===== config.mk =====
export PLATFORM = sky130hd
export DESIGN_NAME = jk_bank_sequencer
export DESIGN_NICKNAME = d
export VERILOG_FILES = /design/src/rtl/jk_bank_sequencer.sv
export SDC_FILE = /design/constraint.sdc
export NUM_CORES = 1
export LEC_CHECK = 0
export CAP_MARGIN = 10
export CELL_PAD_IN_SITES_DETAIL_PLACEMENT = 0
export CELL_PAD_IN_SITES_GLOBAL_PLACEMENT = 1
export CORE_ASPECT_RATIO = 0.6
export CORE_UTILIZATION = 53
export CTS_BUF_LIST = sky130_fd_sc_hd__clkbuf_2 sky130_fd_sc_hd__clkbuf_4 sky130_fd_sc_hd__clkbuf_8
export CTS_CLUSTER_DIAMETER = 120
export CTS_CLUSTER_SIZE = 16
export DETAILED_ROUTE_END_ITERATION = 10
export DONT_BUFFER_PORTS = 1
export GPL_TIMING_DRIVEN = 0
export PLACE_DENSITY = 0.95
export SETUP_SLACK_MARGIN = 0.02
export SLEW_MARGIN = 40
export SYNTH_ARGS = -nofsm -noshare
export SYNTH_HDL_FRONTEND = slang
export SYNTH_SLANG_ARGS = --single-unit

===== constraint.sdc =====
create_clock -name clk -period 4.83 [get_ports clk]
set_clock_uncertainty 0.1 [all_clocks]
set_input_delay 0.483 -clock clk [delete_from_list [all_inputs] [get_ports clk]]
set_output_delay 0.483 -clock clk [all_outputs]
set_load 0.01 [all_outputs]

===== src/rtl/jk_bank_sequencer.sv =====
// Command sequencer for a bank of JK master-slave flip-flops: drives J/K for one
// cycle per step, lets the slave settle, then verifies Q feedback.
//
//   state  | meaning
//   IDLE   | ready for a command, j=k=0
//   DRIVE  | j/k asserted for one cycle, snapshot q_fb and expected value
//   SETTLE | j=k=0 for SETTLE_CYC cycles while the slave updates
//   CHECK  | compare q_fb with expected, pulse done/err or start next step
module jk_bank_sequencer #(
  parameter int WIDTH      = 4,
  parameter int CW         = 8,
  parameter int SETTLE_CYC = 1
) (
  input  logic             clk,
  input  logic             rst,
  input  logic             cmd_valid,
  output logic             cmd_ready,
  input  logic [2:0]       cmd_op,
  input  logic [WIDTH-1:0] cmd_data,
  input  logic [CW-1:0]    cmd_count,
  output logic [WIDTH-1:0] j,
  output logic [WIDTH-1:0] k,
  input  logic [WIDTH-1:0] q_fb,
  output logic             busy,
  output logic             done,
  output logic             err,
  output logic [WIDTH-1:0] result
);

  localparam logic [2:0] OP_NOP  = 3'd0;
  localparam logic [2:0] OP_SET  = 3'd1;
  localparam logic [2:0] OP_CLR  = 3'd2;
  localparam logic [2:0] OP_TGL  = 3'd3;
  localparam logic [2:0] OP_LOAD = 3'd4;
  localparam logic [2:0] OP_INC  = 3'd5;
  localparam logic [2:0] OP_DEC  = 3'd6;
  localparam logic [2:0] OP_RSV  = 3'd7;

  localparam int SW = (SETTLE_CYC > 1) ? $clog2(SETTLE_CYC) : 1;
  localparam logic [SW-1:0] SETTLE_LOAD = SW'(SETTLE_CYC - 1);

  typedef enum logic [1:0] {IDLE, DRIVE, SETTLE, CHECK} state_t;

  state_t           state, state_nxt;
  logic [2:0]       op_r;
  logic [WIDTH-1:0] data_r;
  logic [CW-1:0]    steps_r;
  logic             verify_r;
  logic [WIDTH-1:0] expected_r;
  logic [SW-1:0]    settle_cnt;

  logic             accept;
  logic             step_op_in;
  logic             nodrive_in;
  logic             match;
  logic             last_step;
  logic [WIDTH-1:0] inc_m, dec_m;
  logic [WIDTH-1:0] drive_j, drive_k, exp_next;

  assign accept     = cmd_valid & cmd_ready;
  assign step_op_in = (cmd_op == OP_INC) || (cmd_op == OP_DEC);
  assign nodrive_in = (cmd_op == OP_NOP) || (cmd_op == OP_RSV) ||
                      (step_op_in && (cmd_count == '0));
  assign match      = (q_fb == expected_r);
  assign last_step  = (steps_r <= CW'(1));

  // Toggle masks: a bit flips when every lower bit is 1 (INC) or 0 (DEC).
  always_comb begin : p_mask
    logic run_i, run_d;
    inc_m = '0;
    dec_m = '0;
    run_i = 1'b1;
    run_d = 1'b1;
    for (int i = 0; i < WIDTH; i++) begin
      inc_m[i] = run_i;
      dec_m[i] = run_d;
      run_i    = run_i & q_fb[i];
      run_d    = run_d & ~q_fb[i];
    end
  end

  always_comb begin
    drive_j  = '0;
    drive_k  = '0;
    exp_next = q_fb;
    case (op_r)
      OP_SET:  begin drive_j = data_r; exp_next = q_fb | data_r; end
      OP_CLR:  begin drive_k = data_r; exp_next = q_fb & ~data_r; end
      OP_TGL:  begin drive_j = data_r; drive_k = data_r; exp_next = q_fb ^ data_r; end
      OP_LOAD: begin drive_j = data_r; drive_k = ~data_r; exp_next = data_r; end
      OP_INC:  begin drive_j = inc_m; drive_k = inc_m; exp_next = q_fb + WIDTH'(1); end
      OP_DEC:  begin drive_j = dec_m; drive_k = dec_m; exp_next = q_fb - WIDTH'(1); end
      default: ;
    endcase
  end

  always_ff @(posedge clk or posedge rst) begin
    if (rst) state <= IDLE;
    else     state <= state_nxt;
  end

  always_comb begin
    state_nxt = state;
    case (state)
      IDLE:    if (accept) state_nxt = nodrive_in ? CHECK : DRIVE;
      DRIVE:   state_nxt = SETTLE;
      SETTLE:  if (settle_cnt == '0) state_nxt = CHECK;
      CHECK:   state_nxt = (verify_r && match && !last_step) ? DRIVE : IDLE;
      default: state_nxt = IDLE;
    endcase
  end

  always_comb begin
    cmd_ready = (state == IDLE);
    busy      = (state != IDLE);
    j         = '0;
    k         = '0;
    done      = 1'b0;
    err       = 1'b0;
    if (state == DRIVE) begin
      j = drive_j;
      k = drive_k;
    end
    if (state == CHECK) begin
      done = verify_r ? (match && last_step) : (op_r != OP_RSV);
      err  = verify_r ? !match : (op_r == OP_RSV);
    end
  end

  always_ff @(posedge clk or posedge rst) begin
    if (rst) begin
      op_r       <= OP_NOP;
      data_r     <= '0;
      steps_r    <= '0;
      verify_r   <= 1'b0;
      expected_r <= '0;
      settle_cnt <= '0;
      result     <= '0;
    end else begin
      if (accept) begin
        op_r     <= cmd_op;
        data_r   <= cmd_data;
        steps_r  <= step_op_in ? cmd_count : CW'(1);
        verify_r <= !nodrive_in;
      end
      if (state == DRIVE) begin
        expected_r <= exp_next;
        settle_cnt <= SETTLE_LOAD;
      end else if ((state == SETTLE) && (settle_cnt != '0)) begin
        settle_cnt <= settle_cnt - 1'b1;
      end
      if (state == CHECK) begin
        result <= q_fb;
        if (verify_r && match && !last_step) steps_r <= steps_r - 1'b1;
      end
    end
  end

endmodule


* After elaboration in Yosys (flattened, before gate mapping)
Index checks and enable logic that the tools add are counted.
** Operators by class
- Eq/ne operators :: 17
- Order comparisons :: 1
- $add $sub $neg :: 4
- Bitwise logic cells :: 12
- Muxes and demuxes :: 20
- Reductions and logical operators :: 19
** Operators with widths (number)
- two-way mux 8 bit :: 4
- one-hot mux 4 bit (6 select lines) :: 1
- == test 3 bit (second input constant) :: 7
- one-hot mux 4 bit (4 select lines) :: 1
- one-hot mux 4 bit (3 select lines) :: 1
- <= comparator 8 x 1 -> 1 bit (second input constant) :: 1
- zero test 8 bit :: 1
- two-way mux 4 bit :: 2
- one-hot mux 2 bit (4 select lines) :: 1
- subtractor 8 x 1 -> 8 bit (second input constant) :: 1
- two-way mux 1 bit :: 7
- == test 3 x 2 -> 1 bit (second input constant) :: 2
- two-way mux 2 bit :: 3
- bitwise AND 1 bit :: 5
- logical AND 1 bit :: 5
- adder 4 x 1 -> 4 bit (second input constant) :: 1
- bitwise AND 4 bit :: 1
- == test 2 bit (second input constant) :: 2
- == test 4 bit :: 1
- inverter 4 bit :: 1
- OR 4 bit :: 1
- nonzero test 2 bit :: 2
- subtractor 4 x 1 -> 4 bit (second input constant) :: 1
- XOR 4 bit :: 1
- 14 further kinds :: 20
** Storage, ports and cells
- Input bits :: 22
- Word-level logic and storage cells :: 81
- Flip-flop bits (word level) :: 27
- Output and inout bits :: 16

* Longest topological paths before layout
Gate-level depths: netlist (run 1).
- Depth after elaboration :: 7
- Gate-level depth with buffers :: 10
- Mapped depth without buffers :: 8

* Worst setup path after synthesis (run 1)
OpenSTA, ideal clock, no wires.
- Path kind :: register to register
- Start point :: reg op_r[2]
- End point :: reg expected_r[2]
- Path slack :: 2.390 ns
- Data required time :: 4.648 ns
- Setup time :: 0.082 ns
- Period minus slack after synthesis :: 2.440 ns
- Buffers on the path :: 3
- Cell stages (with the launch flop) :: 11
- Arrival :: 2.259 ns
- Path through :: dfrtp_1 -> clkbuf_1 -> clkbuf_1 -> clkbuf_1 -> nand2_1 -> xnor2_1 -> ha_1 -> or3_2 -> a21oi_1 -> o21ai_0 -> a31oi_1
** On the way
- Word-level cells in the longest chain between the ends :: 2
- Elaborated cells between the ends (all ways) :: 7
- Classes of those cells :: eq/ne: 6; mux: 1
** RTL lines
- from (decl) :: line 45 : logic [2:0] op_r;
- from (signal assigned) :: line 141 : op_r <= cmd_op;
- == test 3 bit (tied with other cells) :: line 86 : case (op_r)
- one-hot mux 4 bit (6 select lines) * :: line 86
- to (signal assigned) :: line 147 : expected_r <= exp_next;
- to (decl) :: line 49 : logic [WIDTH-1:0] expected_r;
Every way passes the cells marked *; elsewhere a longest branch is shown, timed or not.
A chain may end at the register's enable or synchronous reset.

* Worst setup path after layout (run 1)
Ends and elaborated chain as after synthesis.

==> results of run 1 <==
-- routing by layer --
layer  track usage (%)  vias to the layer above  share of wire, %
li1                  -                     1001                 -
met1              45.2                      986                52
met2              38.9                      108                38
met3              9.29                        2                11
met4              2.78                        0              0.17
met5                 0                        -                 0
-- power by group through the flow --
stage	clock network [uW]	logic [uW]	registers (uW)
after floorplan	0	665	417
after global placement	0	832	440
after detailed placement	0	845	443
after CTS	138	849	439
after global routing	143	969	460
final	134	863	442
-- sequential cells by signal, summed over array words and instances (netlist names) --
register    count
settle_cnt      1
state           2
verify_r        1
result          4
data_r          4
steps_r         8
op_r            3
expected_r      4
-- worst min path at each step --
stage,to,slack [ns],cells after the start
after CTS,state[0],0.05,1
final,state[0],0.03,1
after detailed placement,state[0],0.36,1
after global placement,verify_r,0.36,2
after global routing,state[1],0.08,1
after floorplan,verify_r,0.35,2
-- final cells by class --
cell class	instances	area [um^2]
fill	364	1490
multi-input combinational	210	1390
sequential	27	676
buffer	20	103
inverter	20	75.1
tap	57	71.3
clock buffer	3	41.3
clock inverter	1	7.51
-- cells by family after synthesis --
kind of cell / after synthesis
fa+ha+maj: 15
buf+inv: 40
flops: 27
xor+xnor: 9
mux: 11
simple gates: 98
compound gates: 77
-- through the flow --
step | instances | hold slack, ns
after floorplan | 277 | 0.350
after global placement | 334 | 0.362
after detailed placement | 334 | 0.363
after CTS | 338 | 0.0545
after global routing | 338 | 0.0754
final | 338 | 0.0271
-- Yosys cell counts, drive strengths merged, types with 5 or more instances --
cell    count  area (um^2)
o21ai      33          165
a211oi      5         37.5
ha         15          188
and3        7         45.1
nor2       11         41.3
mux2i       6         60.1
clkbuf     13         48.8
mux2        5         56.3
nand2      31          116
dfrtp      27          676
nand3      13         65.1
xor2        6         60.1
nor3       12         60.1
nor4        5         46.3
a21oi       7         35.0
buf         7         53.8
inv        20         75.1
==> summary.txt, run 1 <==
Run status
  • Status: finished clean

Logic synthesis
  • EDFF count, synth: 0
  • Synth Area in Compound Gates: approximately 22%
  • Synth Instances: roughly 280
  • Syn Nets: 314
  • Post-Synth Simple-Gate Area: around 22%
  • Post-Synth XOR/XNOR Area: about 3.9%
  • Avg Synthesized Cell Area: slightly above 8 um^2
  • Mux contribution to synthesized area: under 10%
  • Dominant synthesized flop cell: dfrtp_1
  • Synth unique cells: 48
  • Ys Warns: 0
  • Main combinational cell family by area after synthesis: simple AND/OR/NAND/NOR gates
  • Flops & latches, synth: 27
  • Ys async rst share: between 90% and 100%
  • Post-synthesis adder-cell area fraction: around 8.4%
  • Cell Area, Synth: 0.00224 mm^2
  • Register area share after synthesis: 30.2%

Place
  • RePlAce Congestion: slightly above 0.9
  • Port buffer count: 0
  • Placed Instance Area: 0.00231 mm^2
  • Post-DP HPWL: roughly 4.5 mm
  • Pre-CTS setup slack: 1.90 ns

Floorplanning
  • Die area: roughly 0.0045 mm^2
  • Core footprint: 0.00385 mm^2
  • Num ports: 38
  • Die span in y: approximately 52 um
  • Starting Density: between 50% and 60%
  • Row Count: 17
  • Die span in x: 85.9 um

Detailed routing
  • Vias per std cell: 6.20
  • Vias post-DR: 2,097
  • WL/cell: between 15 and 20 um
  • Wirelength, routed: between 5 and 6 mm
  • Remaining DRCs: 0
  • Pre-Repair DR Iteration Count: 5
  • Final ANT Viol Nets: 0
  • Initial DRC count: approximately 210

GRT
  • First-pass GRT wire length: a little under 10 mm
  • Initial antenna violation count: 0
  • Pin count of the biggest net entering global routing: 28
  • Total gr overflow: 0
  • Vias in the first global route: around 1,900
  • Total GRT Usage: 28.9%

Critical path
  • Largest stage delay on the critical path: 0.44 ns
  • Critical path destination: expected_r[2]
  • Crit path buf inv count: 3
  • CP max FO: 10
  • CP Cell Sequence: clkbuf_1 -> clkbuf_1 -> clkbuf_1 -> nand2_1 -> xnor2_1 -> ha_1 -> or3_2 -> a21oi_1 -> o21ai_0 -> a31oi_1
  • Crit. End Element: flip-flop
  • R2r endpoint: expected_r[2]
  • RR Startpoint: op_r[2]
  • CP Depth: 10
  • Critical Path AT: about 3.1 ns
  • Critical Path Slowest Stage Cell: clkbuf_1
  • Worst setup SP type: flip-flop
  • Worst EP required: 4.94 ns
  • Worst Reg2Reg Path Length in Cells: 10
  • Kind of critical path: reg -> reg
  • Top cell family by delay on the critical path: buffers and inverters
  • Most used cell, CP: clkbuf_1
  • Reg-to-reg slack, setup: ~1.8 ns
  • Crit. Startpoint: op_r[2]

STA
  • Minimum clock period: just over 3 ns
  • Period utilization: a little over three fifths
  • Slew margin rel.: between 60 and 70%
  • Fmax: about 330 MHz
  • Fin. max-slew vios: 0
  • Setup TNS: 0 ns
  • Final setup fails: 0
  • RSZ-0062 raised after global routing: false
  • Least-Margin Pin Slew: 0.566 ns
  • Final WS setup: roughly 1.8 ns
  • Hold Fails Final Rpt: 0

CTS
  • Num Clock Sinks: 27
  • Skew-Pair Late Insertion Delay: between 0.2 and 0.3 ns
  • H-tree levels: 1
  • Root buffer cell: clkbuf_8
  • Cts-stage hold buffer count: 0
  • Post-CTS Setup Bufs: 0
  • Num CTS Buffers: 3
  • Clock Tree Buf Depth: 2
  • Resized Gates After CTS: 0
  • Reg clk slew, reported paths: approximately 0.1 ns
  • CTS tree: done

Pwr
  • Sequential share of power: between 30% and 40%
  • Net Switching: between 700 and 800 uW
  • Peak VDD IR: between 0.2 and 0.3 mV
  • Static Leak: 0.000992 uW
  • Power share of the clock group: a little under a tenth
  • Pint: 719 uW
  • Fraction of power spent switching nets: 50.0%
  • PnR Total Power: 1440 uW
  • PwrDens: about 600 mW/mm^2
  • Combinational power share: approximately three fifths

Final layout
  • Diodes inserted: 0
  • Final net count: 319
  • Final Util: 61.3%
  • Share of layout cells above drive strength 1: around 8.2%
  • Commonest non-fill, non-tap cell in the layout: o21ai_0
  • Synth-to-Final Area Change: 5.36%
  • Final Cell Area: 0.00236 mm^2
  • Most frequent cells in the layout: o21ai_0, nand2_1, dfrtp_1, inv_1, ha_1

Worst hold path
  • Hold Crit Class: in -> async

Run
  • Max Cap Viol: 0
Power figures use the tool's default switching activity.
==> run 2, diff against run 1 <==
--- a/config.mk
+++ b/config.mk
@@ -9,14 +9,14 @@
 export CELL_PAD_IN_SITES_DETAIL_PLACEMENT = 0
 export CELL_PAD_IN_SITES_GLOBAL_PLACEMENT = 1
 export CORE_ASPECT_RATIO = 0.6
-export CORE_UTILIZATION = 53
+export CORE_UTILIZATION = 44
 export CTS_BUF_LIST = sky130_fd_sc_hd__clkbuf_2 sky130_fd_sc_hd__clkbuf_4 sky130_fd_sc_hd__clkbuf_8
 export CTS_CLUSTER_DIAMETER = 120
 export CTS_CLUSTER_SIZE = 16
 export DETAILED_ROUTE_END_ITERATION = 10
 export DONT_BUFFER_PORTS = 1
 export GPL_TIMING_DRIVEN = 0
-export PLACE_DENSITY = 0.95
+export PLACE_DENSITY = 0.87
 export SETUP_SLACK_MARGIN = 0.02
 export SLEW_MARGIN = 40
 export SYNTH_ARGS = -nofsm -noshare
==> constraint.sdc (replaced) <==
create_clock -name clk -period 2.7 [get_ports clk]
set_clock_uncertainty 0.1 [all_clocks]
set_input_delay 0.27 -clock clk [delete_from_list [all_inputs] [get_ports clk]]
set_output_delay 0.27 -clock clk [all_outputs]
set_load 0.01 [all_outputs]
==> run 2 against run 1 <==
  * Combinational power rose by 78%
  * Sequential power rose by 83%
  * Non-clock buffer count rose by 3
  * Clock power rose by 83%
  * Register-to-register slack got worse by 1.7 ns
  * Clock-buffer cell count did not move
  * Largest cell class unchanged
==> summary.txt, run 2 (synthesized netlist as in run 1, its figures left out) <==
Worst hold path
  • Hold Crit Class: in -> reg
  • HP Start: cmd_data[3]
  • Hold Path Cell Cnt: 2
  • Hold EP: data_r[3]

Floorplanning
  • Num ports: 38
  • Die span in y: between 50 and 60 um
  • Die area: 0.00539 mm^2
  • Die span in x: 94.1 um
  • Row Count: 19
  • Starting Density: 47.3%
  • Core footprint: around 0.0047 mm^2

STA
  • Final WS setup: 0.154 ns
  • Fin. max-slew vios: 0
  • Period utilization: roughly 94%
  • Minimum clock period: around 2.5 ns
  • Slew margin rel.: a little over three fifths
  • Least-Margin Pin Slew: between 0.5 and 0.6 ns
  • RSZ-0062 raised after global routing: true
  • Hold Fails Final Rpt: 0
  • Setup TNS: 0 ns
  • Hold slack: around 0.01 ns
  • Fmax: between 300 and 400 MHz
  • Final setup fails: 0

Final layout
  • Final net count: between 300 and 400
  • FILL cells: 455
  • Final Util: about half
  • Most flop-heavy register: steps_r
  • Commonest non-fill, non-tap cell in the layout: o21ai_0
  • Diodes inserted: 0
  • Max reg flops: 8
  • Most frequent cells in the layout: o21ai_0, nand2_1, dfrtp_1, inv_1, ha_1
  • Synth-to-Final Area Change: 7.77%
  • Share of layout cells above drive strength 1: approximately a tenth

Detailed routing
  • Wirelength, routed: between 5 and 6 mm
  • Final ANT Viol Nets: 0
  • Pre-Repair DR Iteration Count: 6
  • Vias per std cell: approximately 6.0
  • Vias post-DR: roughly 2,100
  • Initial DRC count: between 200 and 300
  • WL/cell: ~17 um
  • Remaining DRCs: 0

Place
  • Port buffer count: 0
  • Pre-CTS setup slack: -0.246 ns
  • Post-DP HPWL: 4.60 mm
  • RePlAce Congestion: 0.931

Critical path
  • Kind of critical path: reg -> reg
  • Reg-to-reg slack, setup: between 0.15 and 0.2 ns
  • Worst setup SP type: flip-flop
  • Worst Reg2Reg Path Length in Cells: 9
  • R2r endpoint: expected_r[2]
  • CP max FO: 10
  • Crit. End Element: flip-flop
  • Worst EP required: about 2.8 ns
  • RR Startpoint: op_r[2]
  • Critical Path AT: approximately 2.7 ns

Pwr
  • Pint: 1300 uW
  • Fraction of power spent switching nets: between 50% and 60%
  • Static Leak: 0.00102 uW
  • Peak VDD IR: around 0.43 mV
  • PwrDens: between 1000 and 1500 mW/mm^2
  • PnR Total Power: about 2600 uW
  • Combinational power share: between 50% and 60%
  • Power share of the clock group: under 10%
  • Net Switching: between 1000 and 1500 uW
  • Sequential share of power: between 30% and 40%

CTS
  • H-tree levels: 1
  • Post-CTS Setup Bufs: 0
  • Num CTS Buffers: 3
  • Num Clock Sinks: 27
  • Skew-Pair Late Insertion Delay: 0.28 ns
  • CTS tree: done
  • Clock Tree Buf Depth: 2
  • Root buffer cell: clkbuf_8
  • Reg clk slew, reported paths: 0.11 ns

GRT
  • Vias in the first global route: between 1,500 and 2,000
  • Initial antenna violation count: 0
  • Pin count of the biggest net entering global routing: 28
  • Total gr overflow: 0
  • First-pass GRT wire length: about 9.7 mm
  • Total GRT Usage: a little under a quarter

Run status
  • Status: finished clean

Run
  • Max Cap Viol: 0
## run 2: changes by cell type in the layout (fill, tap and decap cells not counted)
| cell | change |
|---|---|
| a211oi_1 | -1 |
| a211oi_2 | +1 |
| clkbuf_2 | +4 |
| clkbuf_1 | -5 |
| dlygate4sd3_1 | +4 |
## run 2: final cells by class
class	count	area (um^2)	area share [%]
Inverter	20	75.1	3.11
Tap cell	63	78.8	3.27
Sequential cell	27	676	28.0
Buffer	19	104	4.30
Timing Repair Buffer	4	40.0	1.66
Clock buffer	3	41.3	1.71
Multi-Input combinational cell	210	1390	57.6
Clock inverter	1	7.51	0.311
## run 2: worst max path at each step
stage	end	from	cells after the start	slack (ns)
after detailed placement	expected_r[2]	op_r[2]	10	-0.25
after CTS	k[0]	op_r[0]	5	0.03
final	expected_r[2]	op_r[2]	9	0.15
after global routing	expected_r[2]	op_r[2]	9	0.004
after global placement	expected_r[2]	op_r[2]	10	-0.24
after floorplan	expected_r[2]	op_r[2]	10	0.26
## run 2: metal layers
metal | up-vias | GRT usage, % | share of wire (%)
met1 | 983 | 38.1 | 53
met5 | - | 0 | 0
met3 | 10 | 5.87 | 8.3
li1 | 1013 | - | -
met4 | 0 | 4.40 | 0.64
met2 | 89 | 31.6 | 38
## run 2: repair_timing
action / 4_1_cts / 5_1_grt
resized for setup: 2 / 5
hold buffers: 3 / 1
endpoints found under the hold margin: 29 / 1
endpoints found under the setup margin: 6 / 5
## run 2: metrics by stage
step / instance area, um^2 / cells
after CTS: 2400 / 347
final: 2410 / 347
after detailed placement: 2320 / 340
after global routing: 2410 / 347
after floorplan: 2240 / 277
after global placement: 2320 / 340
## run 2: power groups by stage
stage | Clock [uW] | Sequential [uW] | Combinational [uW]
after floorplan | 0 | 746 | 1190
after global placement | 0 | 790 | 1490
after detailed placement | 0 | 796 | 1510
after CTS | 249 | 790 | 1520
after global routing | 268 | 839 | 1720
final | 245 | 809 | 1540
## run 2: critical path: stages, from the launching register on
cell and delay (ns):
dfrtp_1 0.52, clkbuf_2 0.30, clkbuf_2 0.27, nand2_1 0.11, xnor2_1 0.15, ha_1 0.21
or3_2 0.41, a21oi_1 0.14, o21ai_0 0.09, a31oi_1 0.18
